### src/rtl/regfile_write_arbiter.sv
`default_nettype none
// ============================================================================
// regfile_write_arbiter: single write port of the register file, shared by two
// round-robin requesters and a bulk clear sweep.  Rev 1.0
// ============================================================================
module regfile_write_arbiter #(
    parameter int                DATA_W      = 16,
    parameter int                ADDR_W      = 2,
    parameter int                NUM_REGS    = 4,
    parameter logic [DATA_W-1:0] CLEAR_VALUE = '0
) (
    input  logic              clk,
    input  logic              reset,
    input  logic              r0_valid,
    input  logic [ADDR_W-1:0] r0_add,
    input  logic [DATA_W-1:0] r0_data,
    output logic              r0_ready,
    input  logic              r1_valid,
    input  logic [ADDR_W-1:0] r1_add,
    input  logic [DATA_W-1:0] r1_data,
    output logic              r1_ready,
    input  logic              clr_start,
    output logic              clr_done,
    output logic              busy,
    output logic              w_flag,
    output logic [ADDR_W-1:0] w_add,
    output logic [DATA_W-1:0] w_data,
    output logic              last_grant,
    output logic [7:0]        wr_cnt
);

    localparam logic [ADDR_W-1:0] LAST_IDX = ADDR_W'(NUM_REGS - 1);

    typedef enum logic [0:0] {
        IDLE  = 1'b0,
        CLEAR = 1'b1
    } state_t;

    state_t              state, state_nx;
    logic [ADDR_W-1:0]   idx, idx_nx;
    logic                rr_ptr, rr_nx;
    logic                wf_nx;
    logic [ADDR_W-1:0]   wa_nx;
    logic [DATA_W-1:0]   wd_nx;
    logic                done_nx;
    logic                lg_nx;
    logic [7:0]          cnt_nx;
    logic                port_free;
    logic                grant0, grant1;

    // Ready is held low while reset is asserted so every output reads 0.
    assign port_free = reset & (state == IDLE) & ~clr_start;
    assign grant0    = r0_valid & (~r1_valid | ~rr_ptr);
    assign grant1    = r1_valid & (~r0_valid |  rr_ptr);
    assign r0_ready  = port_free & grant0;
    assign r1_ready  = port_free & grant1;
    assign busy      = (state == CLEAR);

    always_comb begin
        state_nx = state;
        idx_nx   = idx;
        rr_nx    = rr_ptr;
        wf_nx    = 1'b0;
        wa_nx    = w_add;
        wd_nx    = w_data;
        done_nx  = 1'b0;
        lg_nx    = last_grant;
        cnt_nx   = wr_cnt;
        case (state)
            IDLE: begin
                if (clr_start) begin
                    // First clear write is issued on the same edge the sweep starts.
                    state_nx = CLEAR;
                    idx_nx   = '0;
                    wf_nx    = 1'b1;
                    wa_nx    = '0;
                    wd_nx    = CLEAR_VALUE;
                end else if (r0_ready) begin
                    wf_nx  = 1'b1;
                    wa_nx  = r0_add;
                    wd_nx  = r0_data;
                    rr_nx  = 1'b1;
                    lg_nx  = 1'b0;
                    cnt_nx = wr_cnt + 8'd1;
                end else if (r1_ready) begin
                    wf_nx  = 1'b1;
                    wa_nx  = r1_add;
                    wd_nx  = r1_data;
                    rr_nx  = 1'b0;
                    lg_nx  = 1'b1;
                    cnt_nx = wr_cnt + 8'd1;
                end
            end
            CLEAR: begin
                if (idx == LAST_IDX) begin
                    state_nx = IDLE;
                    idx_nx   = '0;
                    done_nx  = 1'b1;
                end else begin
                    idx_nx = idx + 1'b1;
                    wf_nx  = 1'b1;
                    wa_nx  = idx + 1'b1;
                    wd_nx  = CLEAR_VALUE;
                end
            end
            default: begin
                state_nx = IDLE;
            end
        endcase
    end

    always_ff @(posedge clk or negedge reset) begin
        if (!reset) begin
            state      <= IDLE;
            idx        <= '0;
            rr_ptr     <= 1'b0;
            w_flag     <= 1'b0;
            w_add      <= '0;
            w_data     <= '0;
            clr_done   <= 1'b0;
            last_grant <= 1'b0;
            wr_cnt     <= 8'd0;
        end else begin
            state      <= state_nx;
            idx        <= idx_nx;
            rr_ptr     <= rr_nx;
            w_flag     <= wf_nx;
            w_add      <= wa_nx;
            w_data     <= wd_nx;
            clr_done   <= done_nx;
            last_grant <= lg_nx;
            wr_cnt     <= cnt_nx;
        end
    end

endmodule
`default_nettype wire

### config.mk
export PLATFORM = sky130hd
export DESIGN_NAME = regfile_write_arbiter
export DESIGN_NICKNAME = d
export VERILOG_FILES = /design/src/rtl/regfile_write_arbiter.sv
export SDC_FILE = /design/constraint.sdc
export NUM_CORES = 1
export LEC_CHECK = 0
export BUFFER_PORTS_ARGS = -buffer_cell sky130_fd_sc_hd__buf_2
export CAP_MARGIN = 25
export CORE_ASPECT_RATIO = 1.75
export CORE_MARGIN = 3
export CORE_UTILIZATION = 46
export CTS_CLUSTER_DIAMETER = 120
export CTS_CLUSTER_SIZE = 28
export DETAILED_ROUTE_END_ITERATION = 16
export PLACE_DENSITY_LB_ADDON = 0.15
export SETUP_SLACK_MARGIN = 0.1
export SLEW_MARGIN = 10
export SYNTH_ARGS = -nofsm -noshare
export SYNTH_HDL_FRONTEND = slang
export SYNTH_SLANG_ARGS = --single-unit
### constraint.sdc
create_clock -name clk -period 1.7 [get_ports clk]
set_clock_uncertainty 0.15 [all_clocks]
set_input_delay 0.085 -clock clk [delete_from_list [all_inputs] [get_ports clk]]
set_output_delay 0.085 -clock clk [all_outputs]
set_load 0.01 [all_outputs]
==> summary.md <==
| Metric | Value |
|---|---|
| Outcome | finished clean |
| Total power | 2.716 mW |
| Hpwl dp | 2803 µm |
| Final hold violations | 0 |
| Antenna Violating Nets Remaining | 0 |
| Synthesized area per cell | 10.94 µm² |
| Multi-input gate area | 680.7 µm² |
| Top post-synthesis cells by count | 33 x dfrtp_1, 25 x nand2_1, 22 x o21ai_0 |
| Fmax | 617.6 MHz |
| # clock sinks | 33 |
| Largest cells by area after synthesis | dfrtp_1 54%, mux2i_1 11%, o21ai_0 7.1%, nand2_1 6.1%, xnor2_1 3.4% |
| Post-synthesis sequential element count | 33 |
| Clock root buffer | clkbuf_8 |
| Leak pwr | 1.363 nW |
| Number of port buffers | 72 |
| CTS tree | done |
| Register area | 827.0 µm² |
| Worst-Margin Slew | 0.3562 ns |
| Die width | 49.78 µm |
| Startpoint types | register |
| # DRC | 0 |
| Crit path DAT | 1.38 ns |
| Most frequent cell after synthesis | dfrtp_1 |
| Final wirelength | 4570 µm |
| First-pass GRT wire length | 6969 µm |
| Synth Flop Type | dfrtp_1 |
| Path type of the worst setup path | reg2out |
| Placed insts | 257 |
| Max-slew violation count | 0 |
| # Max-Cap Violations | 0 |
| Antenna cells | 0 |
| FP Rows | 27 |
| CTS HTree Levels | 2 |
| Non-filler instance count after layout | 308 |
| Total CTS buffers | 5 |
| Fin crit period | 1.619 ns |
| DRT Pass-1 Iters | 4 |
| Total track usage | 22.50% |
| Share of the synthesized area in the top cell type | 53.53% |
| Layout cells sized above 1 | 39.62% |
| Setup TNS | 0 ns |
| Finished Cell Area | 0.002512 mm² |
| Fin crit share | 95.24% |
| Dominant cell type by area after synthesis | dfrtp_1 |
| PwrDens | 1081 mW/mm² |
| Largest net degree at the start of global routing | 23 |
| Area growth syn-to-layout | 62.85% |
| Worst setup EP type | output port |
| Placer Congestion | 0.7019 |
| Slew Limit Headroom | 76.16% |
| Vert. Die Dim | 82.61 µm |
| HP Class | in2reg |
| Final setup viols | 0 |
| Vias per inst | 4.984 |
| Clk_lat worst skew | 0.28 ns |
| Yosys warns | 0 |
| Initial Util | 48.58% |
| Via Count | 1535 |
| Syn_nets | 184 |
| Grt ovf | 0 |
| Post-Place Setup Slack | 0.09854 ns |
| Io pins | 73 |
| CP required | 1.46 ns |
| DIE AREA | 0.004112 mm² |
| Synth cell types | 28 |
| Drt wl/cell | 14.84 µm |
| Crit path max fanout | 2 |
| Ys async rst share | 100.0% |
| RSZ-0062 raised after global routing | yes |
| Layout Nets | 307 |
| Clock-pin slew on the worst setup and hold paths | 0.07 ns |
| CTS Buffer Depth | 2 |
| Initial DRC count | 28 |
| Dpl cell area | 0.001968 mm² |
| Seq/Total Area, Yosys | 53.53% |
| Vias in the first global route | 1563 |
| Post-Synthesis Cells | 141 |
| Synthesized cell area | 0.001543 mm² |
| Fill cell count | 236 |
| Number of flops mapped to enable cells by yosys | 0 |
| Final worst slack | 0.08092 ns |
| Placeable Area | 0.003176 mm² |
| Initial antenna violation count | 0 |
| Peak VDD IR | 0.0008183 V |
-- placed cells by master (no fill, tap or decap), types with 2 or more instances in the layout --
cell | Yosys | routed
buf_2 | 1 | 72
xnor2_1 | 6 | 6
buf_6 | 3 | 2
mux2i_1 | 17 | 17
nand2_1 | 25 | 24
clkinv_2 | 0 | 2
dfrtp_1 | 33 | 32
clkbuf_8 | 0 | 5
o21ai_0 | 22 | 21
dlygate4sd3_1 | 0 | 36
a21o_1 | 2 | 2
buf_4 | 3 | 12
and3_1 | 2 | 2
nand4_1 | 4 | 4
inv_1 | 4 | 4
-- sequential cells by signal, summed over array words and instances (netlist names) --
signal	flops
idx	2
rr_ptr	1
w_data	16
w_add	2
w_flag	1
wr_cnt	8
last_grant	1
clr_done	1
busy	1
-- worst max-delay path, stage by stage (launching register included) --
cell,delay [ns]
dfrtp_2,0.42
nor3b_4,0.21
buf_6,0.13
nand2_4,0.05
a21oi_2,0.14
buf_2,0.15
-- power by group --
part	internal, mW	switching, mW	total, mW
clock	0.283	0.270	0.553
sequential	0.971	0.141	1.11
combinational	0.527	0.524	1.05
total	1.78	0.935	2.72
-- through the flow --
| stage | hold slack, ns | util, % |
|---|---|---|
| after floorplan | -0.3606 | - |
| after global placement | -0.2379 | 61.98 |
| after detailed placement | -0.2368 | 61.98 |
| after CTS | 0.01320 | 77.42 |
| after global routing | 0.05040 | 79.12 |
| final | 0.02875 | 79.12 |
-- path summary, 6_finish.rpt --
kind / end / slack [ns] / from / cells past startpoint
max in group asynchronous: w_data[3]$_DFFE_PN0P_ / 0.77 / reset / 3
hold reg to reg: wr_cnt[7]$_DFFE_PN0P_ / 0.32 / wr_cnt[7]$_DFFE_PN0P_ / 1
setup / recovery: r1_ready / 0.08 / busy$_DFF_PN0_ / 5
min in group asynchronous: w_add[1]$_DFFE_PN0P_ / 0.08 / reset / 2
setup reg to reg: w_data[9]$_DFFE_PN0P_ / 0.13 / busy$_DFF_PN0_ / 6
hold / removal: rr_ptr$_DFFE_PN0P_ / 0.03 / r1_valid / 4
-- cells by family (layout without fill, tap and decap cells) --
family | Yosys count | after routing | synth area share (%)
simple gates | 38 | 38 | 11.68
fa+ha+maj | 2 | 2 | 1.622
flops | 33 | 33 | 53.53
xor+xnor | 7 | 7 | 3.974
mux | 19 | 19 | 12.73
compound gates | 31 | 31 | 11.52
buf+inv | 11 | 135 | 4.946
-- timing repair --
action	in CTS	in global routing
hold buffers	36	0
hold endpoints to repair	51	0
pin swaps	1	1
setup endpoints to repair	10	22
setup buffers	4	3
gates resized for setup	5	8
-- routing by layer --
layer	track usage [%]	wire [µm]
met1	23.23	1613
met2	42.97	2585
met3	5.386	258
met4	8.864	112
met5	0	0
-- cell type report --
cell class | instances | area share, %
flip-flops and latches | 33 | 32.92
well taps | 43 | 2.141
multi-input cells | 97 | 27.09
repair buffers | 123 | 33.96
inverters | 4 | 0.5976
clock inverters | 2 | 0.3984
clock buffers | 6 | 2.888
Power figures use the tool's default switching activity.
